$ cat config.mk
export PLATFORM = sky130hd
export DESIGN_NAME = ifq_dispatch_flat
export DESIGN_NICKNAME = d
export VERILOG_FILES = /design/src/rtl/ifq_dispatch_if.sv /design/src/rtl/ifq_dispatch.sv /design/src/flat_wrapper.sv
export SDC_FILE = /design/constraint.sdc
export NUM_CORES = 1
export LEC_CHECK = 0
export ABC_CLOCK_PERIOD_IN_PS = 6200
export BUFFER_PORTS_ARGS = -buffer_cell sky130_fd_sc_hd__buf_2
export CAP_MARGIN = 30
export CORE_ASPECT_RATIO = 0.7
export CORE_MARGIN = 2
export CORE_UTILIZATION = 46
export CTS_CLUSTER_SIZE = 8
export DETAILED_ROUTE_END_ITERATION = 12
export PLACE_DENSITY = 0.84
export SETUP_SLACK_MARGIN = 0.3
export SLEW_MARGIN = 20
export SYNTH_ARGS = -nofsm -noshare
export SYNTH_HDL_FRONTEND = slang
export SYNTH_SLANG_ARGS = --single-unit
$ cat constraint.sdc
create_clock -name clk -period 6.2 [get_ports clk]
set_clock_uncertainty 0.05 [all_clocks]
set_input_delay 1.24 -clock clk [delete_from_list [all_inputs] [get_ports clk]]
set_output_delay 1.24 -clock clk [all_outputs]
set_load 0.01 [all_outputs]
$ cat src/rtl/ifq_dispatch_if.sv
// Bus between the instruction fetch queue, the decoder and the read-side dispatcher.
// Handshake: instr_out moves to decode on a rising clk edge where
// instr_valid && instr_ready are both high. Once instr_valid rises,
// instr_out and instr_valid hold until that transfer happens; only flush
// or reset may withdraw a pending instruction.
interface ifq_dispatch_if #(
    parameter int DATA_WIDTH = 32
);
    logic                    flush;
    logic [1:0]              flush_offset;
    logic                    block_written;
    logic [4*DATA_WIDTH-1:0] instruction_block_in;
    logic [1:0]              selector;
    logic                    queue_full;
    logic                    queue_empty;
    logic [DATA_WIDTH-1:0]   instr_out;
    logic                    instr_valid;
    logic                    instr_ready;
    logic                    block_consumed;
    logic                    overflow_error;

    // Dispatcher side
    modport slave (
        input  flush, flush_offset, block_written, instruction_block_in, instr_ready,
        output selector, queue_full, queue_empty, instr_out, instr_valid,
               block_consumed, overflow_error
    );

    // Queue writer / decode side
    modport master (
        output flush, flush_offset, block_written, instruction_block_in, instr_ready,
        input  selector, queue_full, queue_empty, instr_out, instr_valid,
               block_consumed, overflow_error
    );
endinterface

$ cat src/rtl/ifq_dispatch.sv
// Read-side controller of the 4-row instruction fetch queue: tracks occupancy,
// drives the row selector and issues one instruction per cycle to decode.
module ifq_dispatch #(
    parameter int DATA_WIDTH = 32
) (
    input  logic               clk,
    input  logic               reset,
    ifq_dispatch_if.slave      bus,
    output logic [1:0]         state_dbg
);
    typedef enum logic [1:0] {
        ST_EMPTY = 2'd0,
        ST_ISSUE = 2'd1,
        ST_HOLD  = 2'd2
    } state_t;

    state_t                state;
    state_t                state_nxt;
    logic [2:0]            count;
    logic [1:0]            word_offset;
    logic [1:0]            selector;
    logic [DATA_WIDTH-1:0] instr_out;
    logic                  instr_valid;
    logic                  block_consumed;
    logic                  overflow_error;

    logic                  full;
    logic                  load;
    logic                  pop;
    logic                  push;
    logic [DATA_WIDTH-1:0] cur_word;

    // A new word may enter instr_out when a block is queued and the output
    // register is free or being drained this cycle.
    assign full     = (count == 3'd4);
    assign load     = (count != 3'd0) && (!instr_valid || bus.instr_ready);
    assign pop      = load && (word_offset == 2'd3);
    assign push     = bus.block_written && !full;
    assign cur_word = bus.instruction_block_in[int'(word_offset)*DATA_WIDTH +: DATA_WIDTH];

    // Occupancy, read pointer and output register; flush outranks everything.
    always_ff @(posedge clk or posedge reset) begin
        if (reset) begin
            count          <= 3'd0;
            word_offset    <= 2'd0;
            selector       <= 2'd0;
            instr_out      <= '0;
            instr_valid    <= 1'b0;
            block_consumed <= 1'b0;
            overflow_error <= 1'b0;
        end else if (bus.flush) begin
            // flush_offset only affects the first block written afterwards,
            // because the offset wraps to 0 once that block is consumed.
            count          <= 3'd0;
            word_offset    <= bus.flush_offset;
            selector       <= 2'd0;
            instr_valid    <= 1'b0;
            block_consumed <= 1'b0;
            overflow_error <= 1'b0;
        end else begin
            block_consumed <= pop;
            if (bus.block_written && full) begin
                overflow_error <= 1'b1;
            end
            case ({push, pop})
                2'b10:   count <= count + 3'd1;
                2'b01:   count <= count - 3'd1;
                default: count <= count;
            endcase
            if (load) begin
                instr_out   <= cur_word;
                instr_valid <= 1'b1;
                if (word_offset == 2'd3) begin
                    word_offset <= 2'd0;
                    selector    <= selector + 2'd1;
                end else begin
                    word_offset <= word_offset + 2'd1;
                end
            end else if ((count == 3'd0) && bus.instr_ready) begin
                instr_valid <= 1'b0;
            end
        end
    end

    // FSM state register.
    always_ff @(posedge clk or posedge reset) begin
        if (reset) begin
            state <= ST_EMPTY;
        end else begin
            state <= state_nxt;
        end
    end

    // FSM next state: follows whether the output register is idle, issuing or stalled.
    always_comb begin
        state_nxt = state;
        if (bus.flush) begin
            state_nxt = ST_EMPTY;
        end else begin
            case (state)
                ST_EMPTY: if (load) state_nxt = ST_ISSUE;
                ST_ISSUE: begin
                    if (!bus.instr_ready) state_nxt = ST_HOLD;
                    else if (!load)       state_nxt = ST_EMPTY;
                end
                ST_HOLD:  if (bus.instr_ready) state_nxt = load ? ST_ISSUE : ST_EMPTY;
                default:  state_nxt = ST_EMPTY;
            endcase
        end
    end

    assign bus.selector       = selector;
    assign bus.queue_full     = full;
    assign bus.queue_empty    = (count == 3'd0);
    assign bus.instr_out      = instr_out;
    assign bus.instr_valid    = instr_valid;
    assign bus.block_consumed = block_consumed;
    assign bus.overflow_error = overflow_error;
    assign state_dbg          = state;
endmodule
$ cat src/flat_wrapper.sv
// flat-port wrapper written by rule: the top's interface ports become plain ports
module ifq_dispatch_flat 
#(
    parameter int DATA_WIDTH = 32
)
  (clk, reset, state_dbg, bus_flush, bus_flush_offset, bus_block_written, bus_instruction_block_in, bus_instr_ready, bus_selector, bus_queue_full, bus_queue_empty, bus_instr_out, bus_instr_valid, bus_block_consumed, bus_overflow_error);
  ifq_dispatch_if #(.DATA_WIDTH(DATA_WIDTH)) bus_i ();
  input  logic clk;
  input  logic reset;
  output logic [1:0] state_dbg;
  input wire logic [$bits(bus_i.flush)-1:0] bus_flush;
  input wire logic [$bits(bus_i.flush_offset)-1:0] bus_flush_offset;
  input wire logic [$bits(bus_i.block_written)-1:0] bus_block_written;
  input wire logic [$bits(bus_i.instruction_block_in)-1:0] bus_instruction_block_in;
  input wire logic [$bits(bus_i.instr_ready)-1:0] bus_instr_ready;
  output wire logic [$bits(bus_i.selector)-1:0] bus_selector;
  output wire logic [$bits(bus_i.queue_full)-1:0] bus_queue_full;
  output wire logic [$bits(bus_i.queue_empty)-1:0] bus_queue_empty;
  output wire logic [$bits(bus_i.instr_out)-1:0] bus_instr_out;
  output wire logic [$bits(bus_i.instr_valid)-1:0] bus_instr_valid;
  output wire logic [$bits(bus_i.block_consumed)-1:0] bus_block_consumed;
  output wire logic [$bits(bus_i.overflow_error)-1:0] bus_overflow_error;
  assign bus_i.flush = bus_flush;
  assign bus_i.flush_offset = bus_flush_offset;
  assign bus_i.block_written = bus_block_written;
  assign bus_i.instruction_block_in = bus_instruction_block_in;
  assign bus_i.instr_ready = bus_instr_ready;
  assign bus_selector = bus_i.selector;
  assign bus_queue_full = bus_i.queue_full;
  assign bus_queue_empty = bus_i.queue_empty;
  assign bus_instr_out = bus_i.instr_out;
  assign bus_instr_valid = bus_i.instr_valid;
  assign bus_block_consumed = bus_i.block_consumed;
  assign bus_overflow_error = bus_i.overflow_error;
  ifq_dispatch #(.DATA_WIDTH(DATA_WIDTH)) u_core (.clk(clk), .reset(reset), .bus(bus_i), .state_dbg(state_dbg));
endmodule
* Yosys cells after proc, flatten, opt, wreduce, memory -nomap -nowiden *
Index checks and enable logic that the tools add are counted.

operators by class
  add/subtract/negate cells = 4
  equal/unequal tests = 9
  shift operators = 1
  muxes and demuxes = 21
  bitwise logic cells = 1
  reduce and logical (&&, ||, !) cells = 19

operator list
  kind                                                   number
  variable part select 128 x 8 -> 32 bit                 1
  2-to-1 mux 2 bit                                       11
  nonzero test 3 bit                                     3
  2-to-1 mux 1 bit                                       7
  == test 2 bit, second input constant                   3
  one-hot mux 2 bit (3 select lines)                     1
  one-hot mux 3 bit (2 select lines)                     1
  nonzero test 2 bit                                     3
  logical AND 1 bit                                      5
  adder 2 x 1 -> 2 bit, second input constant            2
  == test 2 x 1 -> 1 bit, second input constant          2
  inequality test 4 bit, second input constant           1
  AND reduction 2 bit                                    2
  adder 3 x 1 -> 3 bit, second input constant            1
  == test 3 bit, second input constant                   1
  logical NOT 3 bit                                      1
  2-to-1 mux 3 bit                                       1
  inequality test 3 x 2 -> 1 bit, second input constant  1
  inequality test 3 bit, second input constant           1
  AND reduction 3 bit                                    1
  subtractor 3 x 1 -> 3 bit, second input constant       1
  logical NOT 1 bit                                      2
  logical NOT 2 bit                                      1
  logical OR 1 bit                                       1
  inverter 1 bit                                         1

word-level totals
  flip-flop bits (word level) = 44
  bits of input ports = 135
  output and inout port bits = 41
  logic and storage cells = 63

* Depth between registers and ports, before layout *
Gate-level depths: netlist of the first run.

  depth after elaboration = 7
  mapped depth = 7

* Least setup slack after synthesis of the first run *
OpenSTA, ideal clock, no wires.

  path kind = in2reg
  start point = in bus_instr_ready
  end point = reg u_core.count[2]
  setup time = 0.125 ns
  arrival = 2.608 ns
  required time = 6.025 ns
  setup slack = 3.418 ns
  stages on the path = 7
  path through = nand2b_1 nand3_4 a21oi_1 fa_1 and3_1 a32oi_1 mux2_2

on the way
  word-level cells in the longest chain between the ends = 6
  elaborated cells on any way between the ends = 8
  classes of those cells = 2 x eq/ne; 2 x mux; 4 x reduce/logical

RTL lines
  item                                                     RTL line            text
  start, declared                                          flat_wrapper.sv:15  input wire logic [$bits(bus_i.instr_ready)-1:0] bus_instr_ready;
  logical OR 1 bit (*)                                     ifq_dispatch.sv:36  assign load = (count != 3'd0) && (!instr_valid || bus.instr_ready);
  logical AND 1 bit (*)                                    ifq_dispatch.sv:36
  logical AND 1 bit (*)                                    ifq_dispatch.sv:37  assign pop = load && (word_offset == 2'd3);
  == test 2 x 1 -> 1 bit or == test 2 bit (tied branches)  ifq_dispatch.sv:65  case ({push, pop})
  one-hot mux 3 bit (2 select lines)                       ifq_dispatch.sv:65
  2-to-1 mux 3 bit                                         ifq_dispatch.sv:51  end else if (bus.flush) begin
  end signal, assigned                                     ifq_dispatch.sv:66  2'b10: count <= count + 3'd1;
  end signal, assigned                                     ifq_dispatch.sv:67  2'b01: count <= count - 3'd1;
  end signal, assigned                                     ifq_dispatch.sv:68  default: count <= count;
  end, declared                                            ifq_dispatch.sv:19  logic [2:0] count;

Every way passes the cells marked *; elsewhere a longest branch is shown, timed or not.
A chain may end at the register's enable or synchronous reset.

* Worst setup path in the final report of the first run *
Same ends and word-level chain as after synthesis.

==> results of run 1 <==
[worst min path at each step]
stage / slack [ns] / end
detailed placement: 0.43 / u_core.bus.overflow_error
floorplan: 0.48 / u_core.bus.overflow_error
global placement: 0.43 / u_core.bus.overflow_error
CTS: 0.45 / u_core.bus.overflow_error
global route: 0.49 / u_core.bus.instr_out[8]
finish: 0.44 / u_core.bus.overflow_error
[per-layer routing]
| metal | up-vias | global-route usage (%) |
|---|---|---|
| li1 | 1000 | - |
| met1 | 1041 | 24.8 |
| met2 | 97 | 36.1 |
| met3 | 10 | 5.62 |
| met4 | 0 | 5.36 |
| met5 | - | 0 |
[Yosys cell counts (2+ instances only)]
master | instances | area (um^2)
dfrtp_1 | 44 | 1100
mux4_2 | 32 | 721
mux2_4 | 28 | 420
nor2_1 | 7 | 26.3
mux2_2 | 6 | 67.6
buf_6 | 4 | 45.0
clkbuf_1 | 4 | 15.0
nor2b_1 | 4 | 25.0
a21oi_1 | 3 | 15.0
buf_4 | 3 | 22.5
inv_1 | 3 | 11.3
mux2i_1 | 3 | 30.0
nand2_1 | 3 | 11.3
nand2b_1 | 3 | 18.8
o21ai_0 | 2 | 10.0
xnor2_1 | 2 | 17.5
xor2_1 | 2 | 17.5
[logic make-up after synthesis]
logic type / share of synthesized area, %
mux: 45.5
flops: 40.4
simple gates: 6.11
buf+inv: 3.86
compound gates: 1.24
xor+xnor: 1.29
fa+ha+maj: 1.56
[worst register-to-register path, cell delays in order (launching register included)]
cell and delay (ns):
dfrtp_1 0.44, or3_4 0.46, nand3_4 0.12, a21oi_1 0.06, fa_1 0.39, and3_1 0.18
a32oi_1 0.15, mux2_2 0.35
[per-stage QoR]
| step | instance area, um^2 | utilization, % | hold WS (ns) | std cells |
|---|---|---|---|---|
| 2_1_floorplan | 2720 | - | 0.476 | 168 |
| 3_3_place_gp | 3630 | 63.4 | 0.432 | 409 |
| 3_5_place_dp | 3640 | 63.6 | 0.434 | 410 |
| 4_1_cts | 3720 | 65.0 | 0.454 | 418 |
| 5_1_grt | 3740 | 65.4 | 0.487 | 419 |
| 6_report | 3740 | 65.4 | 0.444 | 419 |
[where the power goes]
part	switching, uW	internal (uW)
Clock	87.1	79.1
Combinational	314	451
Sequential	77.4	412
Total	478	942
[flip-flops by register name, summed over array words and instances, names as in the netlist]
name	count
u_core.state_dbg	2
u_core.bus.instr_valid	1
u_core.word_offset	2
u_core.count	3
u_core.bus.block_consumed	1
u_core.bus.selector	2
u_core.bus.instr_out	32
u_core.bus.overflow_error	1
[layout by cell type, fill, tap and decap left out, types with 2 or more instances in the layout]
cell type and instances:
buf_2 175, dfrtp_1 43, mux4_2 32, mux2_4 28, nor2_1 7, mux2_2 6
clkbuf_8 5, nor2b_1 4, nand2b_1 3, a21oi_1 3, nand2_1 3, mux2i_1 3
buf_4 3, xor2_1 2, inv_1 2, xnor2_1 2, o21ai_0 2, clkbuf_1 2
[cell type report]
type                            count  area [um^2]
Multi-Input combinational cell    108         1520
Clock buffer                        7         76.3
Fill cell                         441         1980
Inverter                            4         17.5
Tap cell                           75         93.8
Clock inverter                      1         5.00
Sequential cell                    44         1100
Timing Repair Buffer              180          933
==> results.cfg, run 1 <==
[layout]
syn_to_final_growth_pct = 37.5
fin_nets = 480
antenna_cells = 0
drive_gt1_share_pct = 75.0

[grt]
grt_first_pass_wirelength_um = 9900
grt-ovfl-total = 0
grt_max_degree = 45
grt_pass1_vias = 2149
antenna_found_initial = 0
grt.total_usage_pct = 20.4

[power_and_ir_drop]
ir_drop_mv = 0.194
power.total_uw = 1420
p_leak_uw = 0.00187
powerDensity_mw_per_mm2 = 379

[hold_path]
hp-start = u_core.bus.overflow_error
hp-class = flip-flop to flip-flop
holdPathStages = 2

[sta]
layout_setup_ws_ns = 3.48
period_needed_ns = 2.72
worst_slew_pin_slew_ns = 0.623
tns_ns = 0
setup_viol = 0
hold_violations = 0
fmax_ghz = 0.368
maxSlewHeadroom_pct = 58.5
drv_slew = 0
finalCritPeriodShare_pct = 43.8
rsz0062_at_grt = no

[setup_path]
crit_family = simple AND/OR/NAND/NOR gates
critPathArrivalTime_ns = 2.84
crit_fanout = 4
crit_buf_inv = 1
r2r_setup_slack_ns = 3.89
critPathCapture = u_core.count[2]
path_depth = 8
r2r_end = u_core.count[2]
reg2reg_from = u_core.count[0]
crit_path_start_kind = input port
crit_slowest_cell = fa_1
required_ns = 6.32
rr_worst_depth = 7
crit_type = input port to flip-flop
cpPeakStageDelay_ns = 0.39
crit_path_end_kind = flip-flop
crit_chain = buf_2 -> nand2b_1 -> nand3_4 -> a21oi_1 -> fa_1 -> and3_1 -> a32oi_1 -> mux2_2
crit_start = bus_instr_ready

[cts]
cts_tree = done
insertion_delay_ns = 0.28
cts_root_buf = clkbuf_8
cts_setup_buffers = 0
clockBufferDepth = 2
hold_buffers = 0
cts_resized = 0
path_clk_slew_ns = 0.07
htreeDepth = 2
clkSinkCount = 44
cts_inserted_buffers = 5

[route]
wl_met3_um = 501
totalWireLength_um = 6640
m1WireLength_um = 2590
dr.pass1.iters = 4
detail-route-antenna-nets = 0
vias = 2148
routed_via_density = 5.13
routed.top_layer = met4
drc_errors = 0
first_iter_violations = 53
wl_met2_um = 3480
avgRoutedWirePerCell_um = 15.8

[die]
coreArea_mm2 = 0.00573
die_area_mm2 = 0.00656
initial_core_util_pct = 47.5
ioPinCount = 176
die_x_um = 96.0
core.rowCount = 23
die_h_um = 68.4

[logic_synthesis]
synth_edf_count = 0
synth.cell_area_mm2 = 0.00272
ys_ff_latch = 44
ys_seq_area_share_pct = 40.4
syn-num-nets = 305
yosysWarnings = 0
async_reset_ff_share_pct = 100
synth-main-ff-cell = dfrtp_1
ys_types = 32
synthCells = 168
synth.avg_cell_area_um2 = 16.2

[placement]
dp_hpwl_um = 5420
io_buffers = 175
dp_slack_ns = 3.19
routabilityCongestion = 0.822

[run_status]
status = completed

[job]
maxCapViolations = 0
(Power assumes the default switching activity.)
==> run 2, diff against run 1 <==
ABC_CLOCK_PERIOD_IN_PS = 2600   (was 6200)
CORE_UTILIZATION = 43   (was 46)
PLACE_DENSITY = 0.79   (was 0.84)
clock period = 2.6 ns   (was 6.2 ns; I/O delays follow)
==> run 2 against run 1 <==
Clock power rose to 4.3 times the previous value. Hold slack worse by 0.22 ns. Register-to-register slack worse by 3.5 ns. Critical endpoint unchanged.
==> results.cfg, run 2 (same netlist as run 1, synthesis figures left out) <==
[die]
die_x_um = 99.1
core.rowCount = 24
die_h_um = 70.6
die_area_mm2 = 0.00699
initial_core_util_pct = 44.0
coreArea_mm2 = 0.00619
ioPinCount = 176

[sta]
rsz0062_at_grt = no
tns_ns = 0
setup_viol = 0
holdWs_ns = 0.227
drv_slew = 0
worst_slew_pin_slew_ns = 0.629
fmax_ghz = 0.443
period_needed_ns = 2.25
finalCritPeriodShare_pct = 86.7
maxSlewHeadroom_pct = 58.1
hold_violations = 0

[cts]
htreeDepth = 2
insertion_delay_ns = 0.29
cts_inserted_buffers = 5
path_clk_slew_ns = 0.08
clockBufferDepth = 2
clkSinkCount = 44
cts_root_buf = clkbuf_8
cts_tree = done

[run_status]
status = completed

[placement]
dp_hpwl_um = 5590
routabilityCongestion = 0.777
io_buffers = 175

[power_and_ir_drop]
ir_drop_mv = 0.448
p_int_uw = 2550
p_comb_share_pct = 50.3
pwr-share-seq_pct = 30.6
p_clk_share_pct = 19.1
switching_share_pct = 31.8
powerDensity_mw_per_mm2 = 972
p_switching_uw = 1190
p_leak_uw = 0.00192

[layout]
syn_to_final_growth_pct = 41.0
antenna_cells = 0
reg.largest.list = u_core.bus.instr_out: 32 flops, u_core.count: 3 flops
largest_register_ffs = 32
final_common_cell = buf_2
nFillCells = 502
top_register = u_core.bus.instr_out
drive_gt1_share_pct = 76.9
fin_nets = 482
mostFrequentLayoutCells = buf_2, dfrtp_1, mux4_2

[grt]
antenna_found_initial = 0
grt_max_degree = 35
grt_first_pass_wirelength_um = 11300
grt.total_usage_pct = 20.7
grt-ovfl-total = 0
grt_pass1_vias = 2379

[route]
dr.pass1.iters = 4
avgRoutedWirePerCell_um = 16.9
first_iter_violations = 49
totalWireLength_um = 7170
routed_via_density = 5.23
vias = 2219
drc_errors = 0
detail-route-antenna-nets = 0

[hold_path]
hp-class = input port to async pin

[setup_path]
crit_path_start_kind = flip-flop
required_ns = 2.73
crit_path_end_kind = flip-flop
crit_type = flip-flop to flip-flop
critPathArrivalTime_ns = 2.38
crit_fanout = 4

[job]
maxCapViolations = 0
run 2: worst max-delay path, cell delays in order (launching register included):
cell and delay, ns:
dfrtp_1 0.39, or3_4 0.44, nand3_4 0.13, a21oi_2 0.05
fa_2 0.35, and3_1 0.19, a32oi_2 0.18, mux2_2 0.35
run 2: timing repair:
item                       4_1_cts  5_1_grt
setup endpoints to repair        1        1
resized for setup                2        2
pin swaps                        0        0
setup buffers                    2        0
hold endpoints to repair         0        0
hold buffers                     0        0
run 2: worst paths after layout:
| kind | from | to | slack, ns | cells after the start |
|---|---|---|---|---|
| setup / recovery | u_core.count[0] | u_core.count[2] | 0.35 | 7 |
| hold / removal | reset | u_core.bus.instr_out[8] | 0.23 | 2 |
| setup reg to reg | u_core.count[0] | u_core.count[2] | 0.35 | 7 |
| hold reg to reg | u_core.bus.overflow_error | u_core.bus.overflow_error | 0.46 | 2 |
| max in group asynchronous | reset | u_core.bus.instr_out[4] | 1.61 | 3 |
| min in group clk | bus_instr_ready | u_core.state_dbg[1] | 0.37 | 2 |
run 2: stage by stage:
| step | instances | area [um^2] | setup WS, ns | utilization (%) | total power [uW] |
|---|---|---|---|---|---|
| 2_1_floorplan | 168 | 2720 | 0.412 | - | 2480 |
| 5_1_grt | 424 | 3840 | 0.291 | 62.1 | 3980 |
| 6_report | 424 | 3840 | 0.345 | 62.1 | 3730 |
| 3_3_place_gp | 414 | 3650 | 0.345 | 59.0 | 2960 |
| 4_1_cts | 424 | 3830 | 0.310 | 62.0 | 3780 |
| 3_5_place_dp | 414 | 3650 | 0.243 | 59.0 | 3030 |
run 2: power groups by stage:
stage                     logic (uW)  registers [uW]  clock network [uW]
final                           1880            1140                 713
after global routing            2020            1190                 773
after CTS                       1900            1140                 738
after detailed placement        1870            1160                   0
after global placement          1810            1150                   0
after floorplan                 1190            1280                   0
run 2: per-layer routing:
layer	vias up	track usage, %	part of all wire, %
met5	-	0	0
met1	1091	26.2	40
met2	109	35.8	51
li1	1007	-	-
met3	12	4.84	7.7
met4	0	6.24	1.8
run 2: area by class of cell:
class	count	area [um^2]	share of cell area (%)
flip-flops and latches	44	1100	28.7
repair buffers	182	928	24.2
clock buffers	5	68.8	1.79
clock inverters	3	90.1	2.35
inverters	4	17.5	0.456
well taps	78	97.6	2.54
multi-input cells	108	1540	40.0
==> run 3, diff against run 2 <==
CTS_BUF_LIST = sky130_fd_sc_hd__clkbuf_16   (was unset)
==> run 3 against run 2 <==
Sequential cell count is the same. Die area is the same. Global-route usage grew 0.21 points. Sequential share of layout area shrank 0.47 points. Critical path type unchanged. Setup slack lost 0.026 ns. Cell count grew 0.24%. Cell area grew 1.7%. Combinational power is essentially flat.
==> results.cfg, run 3 (same netlist as run 1, synthesis figures left out) <==
[run_status]
status = completed

[sta]
maxSlewHeadroom_pct = 58.1
period_needed_ns = 2.28
setup_viol = 0
rsz0062_at_grt = no
hold_violations = 0
finalCritPeriodShare_pct = 87.7
drv_slew = 0
tns_ns = 0
worst_slew_pin_slew_ns = 0.628
fmax_ghz = 0.438

[grt]
grt.total_usage_pct = 20.9
grt-ovfl-total = 0
grt_pass1_vias = 2387
grt_first_pass_wirelength_um = 11500
antenna_found_initial = 0
grt_max_degree = 35

[setup_path]
crit_path_start_kind = flip-flop
crit_path_end_kind = flip-flop
crit_type = flip-flop to flip-flop
required_ns = 2.71
critPathArrivalTime_ns = 2.39
crit_fanout = 4

[layout]
fin_util_pct = 63.1
nFillCells = 496
multi_input_area_mm2 = 0.00154
final_common_cell = buf_2
seq_area_mm2 = 0.00110
fin_nets = 483
syn_to_final_growth_pct = 43.4
top_register = u_core.bus.instr_out
largest_register_ffs = 32
reg.largest.list = u_core.bus.instr_out: 32 flops, u_core.count: 3 flops
final_cells = 425
mostFrequentLayoutCells = buf_2, dfrtp_1, mux4_2
drive_gt1_share_pct = 76.9
antenna_cells = 0

[die]
die_h_um = 70.6
die_area_mm2 = 0.00699
initial_core_util_pct = 44.0
coreArea_mm2 = 0.00619
core.rowCount = 24
ioPinCount = 176
die_x_um = 99.1

[cts]
clkSinkCount = 44
hold_buffers = 0
cts_root_buf = clkbuf_16
cts_inserted_buffers = 5
htreeDepth = 2
path_clk_slew_ns = 0.06
cts_tree = done
insertion_delay_ns = 0.28
clockBufferDepth = 2

[job]
maxCapViolations = 0

[route]
first_iter_violations = 42
dr.pass1.iters = 4
drc_errors = 0
routed_via_density = 5.24
detail-route-antenna-nets = 0
avgRoutedWirePerCell_um = 17.2
totalWireLength_um = 7290
vias = 2228

[placement]
dp_hpwl_um = 5590
routabilityCongestion = 0.777
dp.cells = 414
io_buffers = 175

[power_and_ir_drop]
p_leak_uw = 0.00195
ir_drop_mv = 0.422
powerDensity_mw_per_mm2 = 1010

[hold_path]
hp-class = input port to async pin
==> run 3: final cells by class <==
| cell class | count | share of cell area, % |
|---|---|---|
| Clock buffer | 5 | 3.21 |
| Inverter | 4 | 0.449 |
| Timing Repair Buffer | 183 | 24.0 |
| Tap cell | 78 | 2.50 |
| Sequential cell | 44 | 28.2 |
| Clock inverter | 3 | 2.31 |
| Multi-Input combinational cell | 108 | 39.3 |
==> run 3: metal layers <==
metal,track usage (%),share of wire (%)
met5,0,0
met4,6.24,2.1
met3,4.15,7.3
met2,36.7,51
met1,26.5,40
==> run 3: through the flow <==
stage / hold slack [ns] / instance area (um^2) / setup slack (ns) / total power [uW]
detailed placement: 0.438 / 3650 / 0.243 / 3030
floorplan: 0.476 / 2720 / 0.412 / 2480
global route: 0.303 / 3900 / 0.280 / 4190
global placement: 0.427 / 3650 / 0.345 / 2960
finish: 0.245 / 3900 / 0.319 / 3940
CTS: 0.261 / 3900 / 0.326 / 3980
==> run 3: critical path, cell delays in order, from the launching register on <==
cell and delay (ns):
dfrtp_1 0.40, or3_4 0.42, nand3_4 0.13, a21oi_2 0.06, fa_2 0.35, and3_1 0.20
a32oi_2 0.20, mux2_2 0.36
==> run 3: final timing paths <==
path / start / end / slack [ns] / cells after the start
min reg2reg: u_core.bus.overflow_error / u_core.bus.overflow_error / 0.45 / 2
min in group clk: bus_instr_ready / u_core.state_dbg[1] / 0.39 / 2
max reg2reg: u_core.count[1] / u_core.count[2] / 0.32 / 7
max in group asynchronous: reset / u_core.bus.instr_out[10] / 1.59 / 3
min: reset / u_core.bus.instr_out[8] / 0.24 / 2
max: u_core.count[1] / u_core.count[2] / 0.32 / 7
==> run 3: what timing repair did <==
item,in CTS,in global routing
pin swaps,1,0
endpoints found under the setup margin,1,1
cloned,0,0
gates resized for setup,2,2
setup buffers,3,0
hold endpoints to repair,0,0
==> run 3: where the power goes <==
group          internal (uW)  total (uW)  switching [uW]
sequential               983        1140             162
clock                    647         901             253
combinational           1090        1900             803
